## config.mk

```make
export PLATFORM = sky130hd
export DESIGN_NAME = mod_updown_counter
export DESIGN_NICKNAME = d
export VERILOG_FILES = /design/src/rtl/mod_updown_counter.sv
export SDC_FILE = /design/constraint.sdc
export NUM_CORES = 1
export LEC_CHECK = 0
export BUFFER_PORTS_ARGS = -buffer_cell sky130_fd_sc_hd__buf_2
export CAP_MARGIN = 20
export CORE_MARGIN = 1.5
export CORE_UTILIZATION = 35
export DETAILED_ROUTE_END_ITERATION = 6
export PLACE_DENSITY = 0.54
export REMOVE_ABC_BUFFERS = 1
export SLEW_MARGIN = 20
export SYNTH_ARGS = -nofsm -noshare
export SYNTH_HDL_FRONTEND = slang
export SYNTH_SLANG_ARGS = --single-unit
```

## constraint.sdc

```tcl
create_clock -name clk -period 3.05 [get_ports clk]
set_input_delay 0.61 -clock clk [delete_from_list [all_inputs] [get_ports clk]]
set_output_delay 0.61 -clock clk [all_outputs]
set_load 0.01 [all_outputs]
```

## src/rtl/mod_updown_counter.sv

```systemverilog
// mod_updown_counter: up/down counter, programmable inclusive bound and step.
// Wrap or saturate at 0/limit; registered bound-event pulse evt.
// Ports: clk, rst (async, active-high), en, load_en, load, down, step,
//   limit, sat_mode -> count, evt, at_max, at_zero.
// Optional MOD_UPDOWN_COUNTER_STICKY_EN adds clr_flag in, ovf_flag out.
module mod_updown_counter #(
    parameter int WIDTH  = 8,
    parameter int STEP_W = 4
) (
    input  logic              clk,
    input  logic              rst,
    input  logic              en,
    input  logic              load_en,
    input  logic [WIDTH-1:0]  load,
    input  logic              down,
    input  logic [STEP_W-1:0] step,
    input  logic [WIDTH-1:0]  limit,
    input  logic              sat_mode,
`ifdef MOD_UPDOWN_COUNTER_STICKY_EN
    input  logic              clr_flag,
    output logic              ovf_flag,
`endif
    output logic [WIDTH-1:0]  count,
    output logic              evt,
    output logic              at_max,
    output logic              at_zero
);

    logic [WIDTH-1:0] count_q, count_d;
    logic             evt_q, evt_d;

    // One extra bit so overflow past limit is visible in the compare.
    logic [WIDTH:0]   step_ext;
    logic [WIDTH:0]   cnt_ext;
    logic [WIDTH:0]   lim_ext;
    logic [WIDTH:0]   up_sum;
    logic [WIDTH-1:0] dn_diff;

    assign step_ext = {{(WIDTH + 1 - STEP_W){1'b0}}, step};
    assign cnt_ext  = {1'b0, count_q};
    assign lim_ext  = {1'b0, limit};
    assign up_sum   = cnt_ext + step_ext;
    // Only consumed when step <= count, so no borrow can occur.
    assign dn_diff  = count_q - step_ext[WIDTH-1:0];

    always_comb begin
        count_d = count_q;
        evt_d   = 1'b0;
        if (load_en) begin
            count_d = (load > limit) ? limit : load;
        end else if (en) begin
            if (count_q > limit) begin
                // limit was lowered under the count: pull back in range first.
                count_d = limit;
                evt_d   = 1'b1;
            end else if (!down) begin
                if (up_sum <= lim_ext) begin
                    count_d = up_sum[WIDTH-1:0];
                end else begin
                    count_d = sat_mode ? limit : '0;
                    evt_d   = 1'b1;
                end
            end else begin
                if (step_ext <= cnt_ext) begin
                    count_d = dn_diff;
                end else begin
                    count_d = sat_mode ? '0 : limit;
                    evt_d   = 1'b1;
                end
            end
        end
    end

    always_ff @(posedge clk or posedge rst) begin
        if (rst) begin
            count_q <= '0;
            evt_q   <= 1'b0;
        end else begin
            count_q <= count_d;
            evt_q   <= evt_d;
        end
    end

`ifdef MOD_UPDOWN_COUNTER_STICKY_EN
    logic ovf_q, ovf_d;

    // A new event outranks a clear in the same cycle.
    always_comb begin
        ovf_d = ovf_q;
        if (evt_d) begin
            ovf_d = 1'b1;
        end else if (clr_flag) begin
            ovf_d = 1'b0;
        end
    end

    always_ff @(posedge clk or posedge rst) begin
        if (rst) begin
            ovf_q <= 1'b0;
        end else begin
            ovf_q <= ovf_d;
        end
    end

    assign ovf_flag = ovf_q;
`endif

    assign count   = count_q;
    assign evt     = evt_q;
    assign at_max  = (count_q == limit);
    assign at_zero = (count_q == '0);

endmodule

```

* Yosys cells after proc, flatten, opt, wreduce, memory -nomap -nowiden *
Index checks and enable logic that the tools add are counted.

storage, ports and cells
  logic and storage cells = 26
  output and inout port bits = 11
  flip-flop bits (word level) = 9
  input port bits = 26

operators by class
  mux-type cells = 15
  add/sub/neg operators = 2
  reduce and logical (&&, ||, !) cells = 2
  $lt $le $gt $ge = 4
  equality and inequality tests = 1

operator list
  operator                                                   count
  8-bit 2-to-1 mux                                           9
  8-bit greater-than comparator                              2
  8-bit by 4-bit adder with 9-bit output                     1
  9-bit by 8-bit less-or-equal comparator with 1-bit output  1
  8-bit == test                                              1
  4-bit by 8-bit less-or-equal comparator with 1-bit output  1
  8-bit logical NOT                                          1
  8-bit by 4-bit subtractor with 8-bit output                1
  1-bit 2-to-1 mux                                           6
  2-bit nonzero test                                         1

* Longest topological paths before layout *
Gate-level depths: netlist of the first run.

  word-level depth = 7
  gate-level depth with buffers = 16

* Worst setup path after synthesis of the first run *
No wires, ideal clock.

  kind = in2reg
  start = in step[0]
  end = reg count_q[2] (netlist: count[2])
  arrival = 3.230 ns
  path slack = -0.314 ns
  data required time = 2.916 ns
  buffers on the path = 1
  stages = 16
  cells stage by stage = ha_1 inv_1 fa_1 o21bai_2 a21oi_2 nor2_1 xor2_1 ha_1 a21o_1 a21oi_1 o32a_2 buf_6 nand2_4 or3_1 a31oi_1 o31ai_2

on the way
  longest elaborated chain between the ends = 7

ends and longest elaborated chain
  item                                                       line  RTL
  start, declared                                            16    input logic [STEP_W-1:0] step,
  8-bit by 4-bit adder with 9-bit output                     42    assign up_sum = cnt_ext + step_ext;
  9-bit by 8-bit less-or-equal comparator with 1-bit output  57    if (up_sum <= lim_ext) begin
  8-bit 2-to-1 mux                                           57
  8-bit 2-to-1 mux (*)                                       56    end else if (!down) begin
  8-bit 2-to-1 mux (*)                                       52    if (count_q > limit) begin
  8-bit 2-to-1 mux (*)                                       51    end else if (en) begin
  8-bit 2-to-1 mux (*)                                       49    if (load_en) begin
  end signal, assigned                                       79    count_q <= count_d;
  end, declared                                              29    logic [WIDTH-1:0] count_q, count_d;

Every way passes the cells marked *; elsewhere a longest branch is shown, timed or not. The select of a mux whose other input is x is not followed.
A chain may end at the register's enable or synchronous reset.

* Final worst setup path of the first run *
  start = in step[1]
  end = reg count_q[4] (netlist: count[4])

Same word-level chain as after synthesis.

==> results of run 1 <==
## stage by stage
step | setup slack (ps) | hold WS, ps | total power [W] | setup TNS [ps] | utilization
final | -177 | 351 | 0.00204 | -851 | 0.520
after global routing | -288 | 379 | 0.00217 | -1920 | 0.520
after CTS | -98.2 | 359 | 0.00185 | -484 | 0.499
after detailed placement | -737 | 612 | 0.00140 | -5740 | 0.438
after global placement | -670 | 610 | 0.00140 | -5280 | 0.438
after floorplan | -321 | 438 | 0.000927 | -1260 | -
## cells by family (layout without fill, tap and decap cells)
| group | Yosys count | after routing | synth area share |
|---|---|---|---|
| AOI/OAI and AO/OA | 78 | 79 | 0.275 |
| xor gates and xnor gates | 7 | 7 | 0.0308 |
| adders and majority gates | 34 | 34 | 0.221 |
| buffers and inverters | 34 | 110 | 0.0772 |
| DFF | 9 | 9 | 0.113 |
| muxes | 9 | 9 | 0.0490 |
| and+or+nand+nor | 83 | 83 | 0.234 |
## sequential cells by signal, indices dropped and copies added, names as in the netlist
register  count
count         8
evt           1
## power breakdown
| group | switching [W] | internal, W |
|---|---|---|
| Sequential | 0.0000506 | 0.000152 |
| Clock | 0.0000551 | 0.0000918 |
| Combinational | 0.000837 | 0.000851 |
## what timing repair did
item / in CTS / in global routing
pin swaps: 29 / 13
buffers inserted: 16 / 3
setup endpoints to repair: 9 / 9
cloned: 1 / 0
resized for setup: 30 / 16
## final timing paths
check	startpoint	end	slack, ps	cells past startpoint
min reg2reg	count[6]	count[6]	710	3
max	step[1]	count[4]	-180	17
min	rst	count[3]	350	2
max in group asynchronous	rst	count[1]	2390	2
max reg2reg	count[1]	count[4]	-110	15
min in group clk	count[6]	count[6]	710	3
## cell type report
cell class	count	area, µm²
clock buffer	4	45.0
fill	530	2640
timing repair buffer	84	566
sequential	9	226
inverter	22	82.6
tap	72	90.1
multi-input combinational	212	1860
## cell usage in the layout, fill, tap and decap left out, types with 4 or more instances in the layout
master | Yosys | final
ha_1 | 32 | 27
nor3_1 | 6 | 5
ha_4 | 0 | 5
o21ai_0 | 6 | 6
nand2b_1 | 4 | 4
o211ai_1 | 9 | 9
mux2_2 | 6 | 6
nor2_1 | 14 | 13
buf_6 | 2 | 4
buf_4 | 2 | 44
buf_2 | 3 | 35
nand3_1 | 13 | 9
dfrtp_1 | 9 | 8
nand2_1 | 16 | 16
inv_1 | 21 | 19
nor2b_1 | 5 | 4
a21oi_1 | 27 | 22
a21oi_2 | 2 | 6
nand4_1 | 8 | 8
## per-layer routing
layer,vias to the layer above,part of all wire,wire (µm)
met5,-,0,0
met4,0,0.015,106
met3,10,0.038,274
met2,68,0.48,3500
met1,1093,0.47,3410
li1,1103,-,-
==> flow_metrics.tcl, run 1 <==
set metrics [dict create \
    fin_area_um2 2870 \
    synth_area_per_cell_um2 7.85 \
    ios 37 \
    cp-end-kind "register" \
    cts_buffer_depth 2 \
    hold_path_class "input pin to async pin" \
    path_delay_family "compound AO/OA/AOI/OAI gates" \
    setup_violations 8 \
    wire_per_inst_um 18.1 \
    routabilityCongestion 0.876 \
    yosysSeqAreaShare 0.113 \
    critPathLaunchType "input pin" \
    ant_nets 0 \
    synth_area_leader_cell "ha_1" \
    layout.nets 392 \
    rsz0062_at_grt "yes" \
    slew_viol_final 0 \
    async_flop_share 1.00 \
    synthCells 254 \
    finalCriticalPeriod_ps 3230 \
    clock-sinks 9 \
    core-area_um2 5510 \
    fp-row-count 27 \
    synth_common_cells "ha_1, a21oi_1, inv_1, nand2_1, nor2_1" \
    cellPowerDensity_nw_per_um2 711 \
    required_ps 3220 \
    setup_ws_ps -177 \
    met3_usage 0.0140 \
    crit_slowest_cell "a221o_1" \
    antenna_found_initial 0 \
    yosys_register_bits 9 \
    clock_latency_ps 240 \
    maxCapViolCount 0 \
    cts_tree "done" \
    critical_path_class "input pin to register" \
    period_share 1.06 \
    fmax_mhz 310 \
    root_buffer "clkbuf_8" \
    synth_warnings 0 \
    grt_pass1_vias 2327 \
    tightest_slew_ps 501 \
    arrival_ps 3400 \
    synthTopCellsByArea "ha_1, dfrtp_1, a21oi_1" \
    status "complete, but fails checks" \
    syn_area_um2 1990 \
    synth-edff-count 0 \
    die-width_um 78.5 \
    drt_iter0_markers 117 \
    ir_worst_vdd_mv 0.224 \
    slew_headroom 0.666 \
    use_met2 0.413 \
    finalNonFillerCells 403 \
    hold_violations 0 \
    hpwl_mm 5.40 \
    grt_pass1_wl_mm 11.6 \
    path_max_fanout 5 \
    drt_wl_total_mm 7.29 \
    synth_ff_type "dfrtp_1" \
    synth_cell_types 59 \
    cts-htree-levels 1 \
    grt_use_met1 0.323 \
    grt_max_degree 20 \
    vias 2274 \
    max_stage_delay_ps 360 \
    cts_hold_buf 0 \
    leakagePower_nw 1.31 \
    drc_errors 0 \
    first_pass_iters 4 \
    dieArea_um2 6160 \
    crit_buf_inv 4 \
    dp_cells 379 \
    clkTransAtPathRegs_ps 50 \
    layout-area-overhead-vs-synth_pct 43.8 \
    dpl-instance-area_um2 2410 \
    gr-total-overflow 0 \
    skew_ps 4.66 \
    synth_most_common_cell "ha_1" \
    routed_via_density 5.64 \
    synth_top_area_share 0.201 \
    track_usage 0.239 \
    crit_path_cell_trace "buf_2 -> inv_2 -> ha_4 -> nor2b_2 -> o211ai_1 -> a21boi_1 -> xor2_1 -> ha_1 -> nand3_4 -> nor3_4 -> buf_4 -> a211o_4 -> nand2_4 -> buf_6 -> nand3_1 -> a221o_1 -> nand3_2" \
    diodes 0 \
    start_util 0.362 \
    violations "negative setup slack" \
    grt_busiest_layer "met2" \
    die_y_um 78.5 \
    drive_gt1_frac 0.426 \
    portBuffers 36 \
    cts_buffers 3 \
]
Power figures use the tool's default switching activity.
==> run 2, diff against run 1 <==
--- a/config.mk
+++ b/config.mk
@@ -10,6 +10,7 @@
 export CORE_MARGIN = 1.5
 export CORE_UTILIZATION = 35
 export DETAILED_ROUTE_END_ITERATION = 6
+export GPL_TIMING_DRIVEN = 0
 export PLACE_DENSITY = 0.54
 export REMOVE_ABC_BUFFERS = 1
 export SLEW_MARGIN = 20
==> run 2 against run 1 <==
  * The run still ends with negative setup slack left
  * Clock-buffer cell count is the same
  * Worst hold slack gained 0.83 ps
  * Maximum frequency is essentially flat
  * Cell count shrank 6.0%
  * Cell area shrank 6.2%
  * Core utilization shrank 3.2 points
  * Critical endpoint is now count[3]
==> flow_metrics.tcl, run 2 (same netlist as run 1, synthesis figures left out) <==
set metrics [dict create \
    status "complete, but fails checks" \
    violations "negative setup slack" \
    required_ps 3150 \
    diodes 0 \
    setup_violations 8 \
    portBuffers 36 \
    leakagePower_nw 1.20 \
    ios 37 \
    max_stage_delay_ps 360 \
    wl_met3_um 312 \
    arrival_ps 3330 \
    fin_area_um2 2690 \
    finalCriticalPeriod_ps 3230 \
    timing.hold.ws_ps 352 \
    setup_ws_ps -180 \
    cts_tree "done" \
    ir_worst_vdd_mv 0.238 \
    drive_gt1_frac 0.384 \
    crit_buf_inv 3 \
    largest_reg_flops 8 \
    die_y_um 78.5 \
    crit_slowest_cell "fa_2" \
    reg2reg_slack_ps -140 \
    core-area_um2 5510 \
    period_share 1.06 \
    rsz0062_at_grt "yes" \
    crit_path_cell_trace "buf_8 -> ha_4 -> inv_2 -> fa_2 -> o21bai_4 -> a21oi_4 -> nor2_4 -> xor2_2 -> ha_1 -> nand3_2 -> nor3_4 -> o32a_4 -> buf_6 -> a21oi_2 -> a31o_2 -> o211ai_1 -> nand3_1" \
    drt_wl_total_mm 6.54 \
    hold_path_class "input pin to async pin" \
    dieArea_um2 6160 \
    wl_met1_mm 3.01 \
    fill_cells 535 \
    fmax_mhz 310 \
    maxCapViolCount 0 \
    rr_endpoint "count[3]" \
    dpl-instance-area_um2 2190 \
    clock_latency_ps 240 \
    critPathLaunchType "input pin" \
    cts-htree-levels 1 \
    layout-area-overhead-vs-synth_pct 34.8 \
    start_util 0.362 \
    antenna_found_initial 0 \
    path_max_fanout 5 \
    most-common-layout-cells "buf_2, ha_1, buf_4" \
    fp-row-count 27 \
    cts_buffers 3 \
    ant_nets 0 \
    routed_via_density 5.73 \
    tightest_slew_ps 642 \
    track_usage 0.213 \
    pre_cts_slack_ps -898 \
    drc_errors 0 \
    rr_startpoint "count[0]" \
    cp-end-kind "register" \
    vias 2173 \
    gr-total-overflow 0 \
    critPathLaunch "step[0]" \
    critical_path_class "input pin to register" \
    routabilityCongestion 0.866 \
    wl_met2_mm 3.04 \
    grt_max_degree 20 \
    grt_pass1_vias 2045 \
    top_layer "met4" \
    cellPowerDensity_nw_per_um2 683 \
    slew_headroom 0.571 \
    clock-sinks 9 \
    power_w 0.00184 \
    grt_pass1_wl_mm 10.3 \
    final-seq-area_um2 228 \
    multi_input_area_um2 1850 \
    crit_cells 17 \
    ff2ff_path_depth 16 \
    layout_commonest_cell "buf_2" \
    root_buffer "clkbuf_8" \
    die-width_um 78.5 \
    hold_violations 0 \
    path_delay_family "compound AO/OA/AOI/OAI gates" \
    hpwl_mm 4.84 \
    slew_viol_final 0 \
    skew_ps 2.92 \
    cts_buffer_depth 2 \
    endpoint "count[3]" \
    layout.nets 368 \
    drt_iter0_markers 124 \
    wire_per_inst_um 17.3 \
    finalSetupTns_ps -1030 \
    clkTransAtPathRegs_ps 50 \
    first_pass_iters 4 \
]
[run 2: stage by stage]
stage / std cells / utilization
final: 379 / 0.488
after global placement: 350 / 0.398
after floorplan: 242 / -
after detailed placement: 350 / 0.398
after CTS: 370 / 0.457
after global routing: 379 / 0.488
[run 2: what timing repair did]
item                                    CTS  global route
setup buffers                            16             9
resized for setup                        33            17
pin swaps                                31            26
hold buffers                              0             0
endpoints found under the setup margin    9             9
[run 2: how the worst min path moves through the flow]
stage	from	to	slack, ps	cells after the start
final	rst	count[6]	350	2
after global placement	rst	evt	610	2
after global routing	rst	count[6]	380	2
after CTS	rst	evt	360	2
after detailed placement	rst	evt	610	2
after floorplan	rst	count[0]	440	1
[run 2: layout make-up]
cell class	instances	share of cell area
flip-flops and latches	9	0.0848
inverters	22	0.0307
well taps	72	0.0335
repair buffers	61	0.147
clock buffers	4	0.0168
multi-input cells	211	0.687
[run 2: where the power goes]
| group | internal, W | switching, W | total (W) |
|---|---|---|---|
| registers | 0.000153 | 0.0000897 | 0.000243 |
| logic | 0.000717 | 0.000731 | 0.00145 |
| clock network | 0.0000916 | 0.0000536 | 0.000145 |
| total | 0.000962 | 0.000874 | 0.00184 |
[run 2: metal layers]
layer,up-vias,track usage
li1,1058,-
met1,1026,0.291
met2,76,0.346
met3,13,0.0163
met4,0,0.0839
met5,-,0
==> run 3, diff against run 2 <==
--- a/config.mk
+++ b/config.mk
@@ -7,11 +7,13 @@
 export LEC_CHECK = 0
 export BUFFER_PORTS_ARGS = -buffer_cell sky130_fd_sc_hd__buf_2
 export CAP_MARGIN = 20
+export CELL_PAD_IN_SITES_DETAIL_PLACEMENT = 1
+export CELL_PAD_IN_SITES_GLOBAL_PLACEMENT = 2
 export CORE_MARGIN = 1.5
-export CORE_UTILIZATION = 35
+export CORE_UTILIZATION = 30
 export DETAILED_ROUTE_END_ITERATION = 6
 export GPL_TIMING_DRIVEN = 0
-export PLACE_DENSITY = 0.54
+export PLACE_DENSITY = 0.75
 export REMOVE_ABC_BUFFERS = 1
 export SLEW_MARGIN = 20
 export SYNTH_ARGS = -nofsm -noshare
==> run 3 against run 2 <==
  * The run still ends with negative setup slack left
  * Clock-buffer cell count unchanged
  * Maximum frequency decreased by 1.3%
  * Via count decreased by 3.2%
  * Worst hold slack got worse by 6.6 ps
  * Critical path type unchanged
  * Largest cell class unchanged
  * Largest power group unchanged
  * Highest routed layer unchanged
==> flow_metrics.tcl, run 3 (same netlist as run 1, synthesis figures left out) <==
set metrics [dict create \
    path_delay_family "compound AO/OA/AOI/OAI gates" \
    cts_buffers 3 \
    fp-row-count 29 \
    portBuffers 36 \
    setup_violations 7 \
    leakagePower_nw 1.16 \
    finalCriticalPeriod_ps 3270 \
    cellPowerDensity_nw_per_um2 679 \
    drive_gt1_frac 0.363 \
    dpl-instance-area_um2 2200 \
    antenna_found_initial 0 \
    arrival_ps 3380 \
    track_usage 0.193 \
    critPathLaunch "step[0]" \
    drt_wl_total_mm 7.08 \
    slew_headroom 0.545 \
    die_y_um 84.5 \
    vias 2104 \
    routed_via_density 5.58 \
    cts_buffer_depth 2 \
    critPathLaunchType "input pin" \
    reg2reg_slack_ps -190 \
    crit_buf_inv 2 \
    fmax_mhz 305 \
    grt_pass1_wl_mm 11.2 \
    drc_errors 0 \
    cp-end-kind "register" \
    skew_ps 1.06 \
    wire_per_inst_um 18.8 \
    critical_path_class "input pin to register" \
    grt_max_degree 20 \
    largest_reg_flops 8 \
    diodes 0 \
    clock_latency_ps 230 \
    ir_worst_vdd_mv 0.344 \
    crit_path_cell_trace "buf_8 -> ha_4 -> inv_2 -> fa_2 -> o21bai_4 -> a21oi_4 -> nor2_2 -> xor2_1 -> ha_1 -> a21o_1 -> a21oi_2 -> o32a_4 -> nand2_4 -> or3_4 -> a31oi_4 -> o31ai_2" \
    violations "negative setup slack" \
    maxCapViolCount 0 \
    path_max_fanout 6 \
    tightest_slew_ps 679 \
    ios 37 \
    period_share 1.07 \
    hold_violations 0 \
    cts_hold_buf 0 \
    clkTransAtPathRegs_ps 50 \
    gr-total-overflow 0 \
    pre_cts_slack_ps -927 \
    root_buffer "clkbuf_8" \
    most-common-layout-cells "buf_2, ha_1, a21oi_1" \
    slew_viol_final 0 \
    start_util 0.312 \
    cts-htree-levels 1 \
    rsz0062_at_grt "yes" \
    fin_util 0.411 \
    timing.hold.ws_ps 345 \
    first_pass_iters 4 \
    clock-sinks 9 \
    cts_tree "done" \
    ff2ff_path_depth 15 \
    max_stage_delay_ps 380 \
    grt_pass1_vias 2213 \
    core-area_um2 6390 \
    fin_area_um2 2630 \
    layout_commonest_cell "buf_2" \
    dieArea_um2 7140 \
    required_ps 3160 \
    ant_nets 0 \
    crit_slowest_cell "or3_4" \
    rr_startpoint "count[0]" \
    hpwl_mm 5.35 \
    drt_iter0_markers 82 \
    hold_path_class "input pin to async pin" \
    layout.nets 361 \
    layout-area-overhead-vs-synth_pct 31.8 \
    status "complete, but fails checks" \
    die-width_um 84.5 \
    rr_endpoint "count[2]" \
    setup_ws_ps -224 \
    routabilityCongestion 0.814 \
]
==> run 3: how the worst max path moves through the flow <==
stage / end / slack [ps] / cells past startpoint
2_1_floorplan: count[2] / -320 / 14
3_5_place_dp: count[2] / -930 / 16
3_3_place_gp: count[2] / -950 / 16
4_1_cts: count[7] / -180 / 16
5_1_grt: count[3] / -310 / 17
6_report: count[2] / -220 / 16
==> run 3: stage by stage <==
stage / power [W] / std cells / setup TNS [ps]
final: 0.00178 / 377 / -1210
after CTS: 0.00157 / 369 / -891
after global placement: 0.00121 / 355 / -6310
after global routing: 0.00192 / 377 / -2060
after detailed placement: 0.00122 / 355 / -6210
after floorplan: 0.000927 / 242 / -1260
==> run 3: power by group <==
part	switching [W]	internal [W]
combinational	0.000731	0.000664
clock	0.0000492	0.0000913
sequential	0.0000933	0.000154
total	0.000874	0.000909
==> run 3: area by class of cell <==
| cell class | count | area, µm² |
|---|---|---|
| Sequential cell | 9 | 229 |
| Multi-Input combinational cell | 211 | 1830 |
| Clock buffer | 4 | 45.0 |
| Inverter | 22 | 85.1 |
| Tap cell | 77 | 96.3 |
| Timing Repair Buffer | 54 | 347 |
| Fill cell | 772 | 3760 |
==> run 3: metal layers <==
| metal | routed length, µm | part of all wire | track usage | vias to the layer above |
|---|---|---|---|---|
| met3 | 180 | 0.025 | 0.0206 | 10 |
| met1 | 3430 | 0.49 | 0.267 | 1016 |
| met2 | 3370 | 0.48 | 0.325 | 38 |
| li1 | - | - | - | 1040 |
| met5 | 0 | 0 | 0 | - |
| met4 | 95 | 0.013 | 0.0440 | 0 |
==> run 3: what timing repair did <==
item / in CTS / in global routing
resized for setup: 31 / 21
buffers inserted: 10 / 8
endpoints found under the hold margin: 0 / 0
pin swaps: 24 / 22
endpoints found under the setup margin: 9 / 9
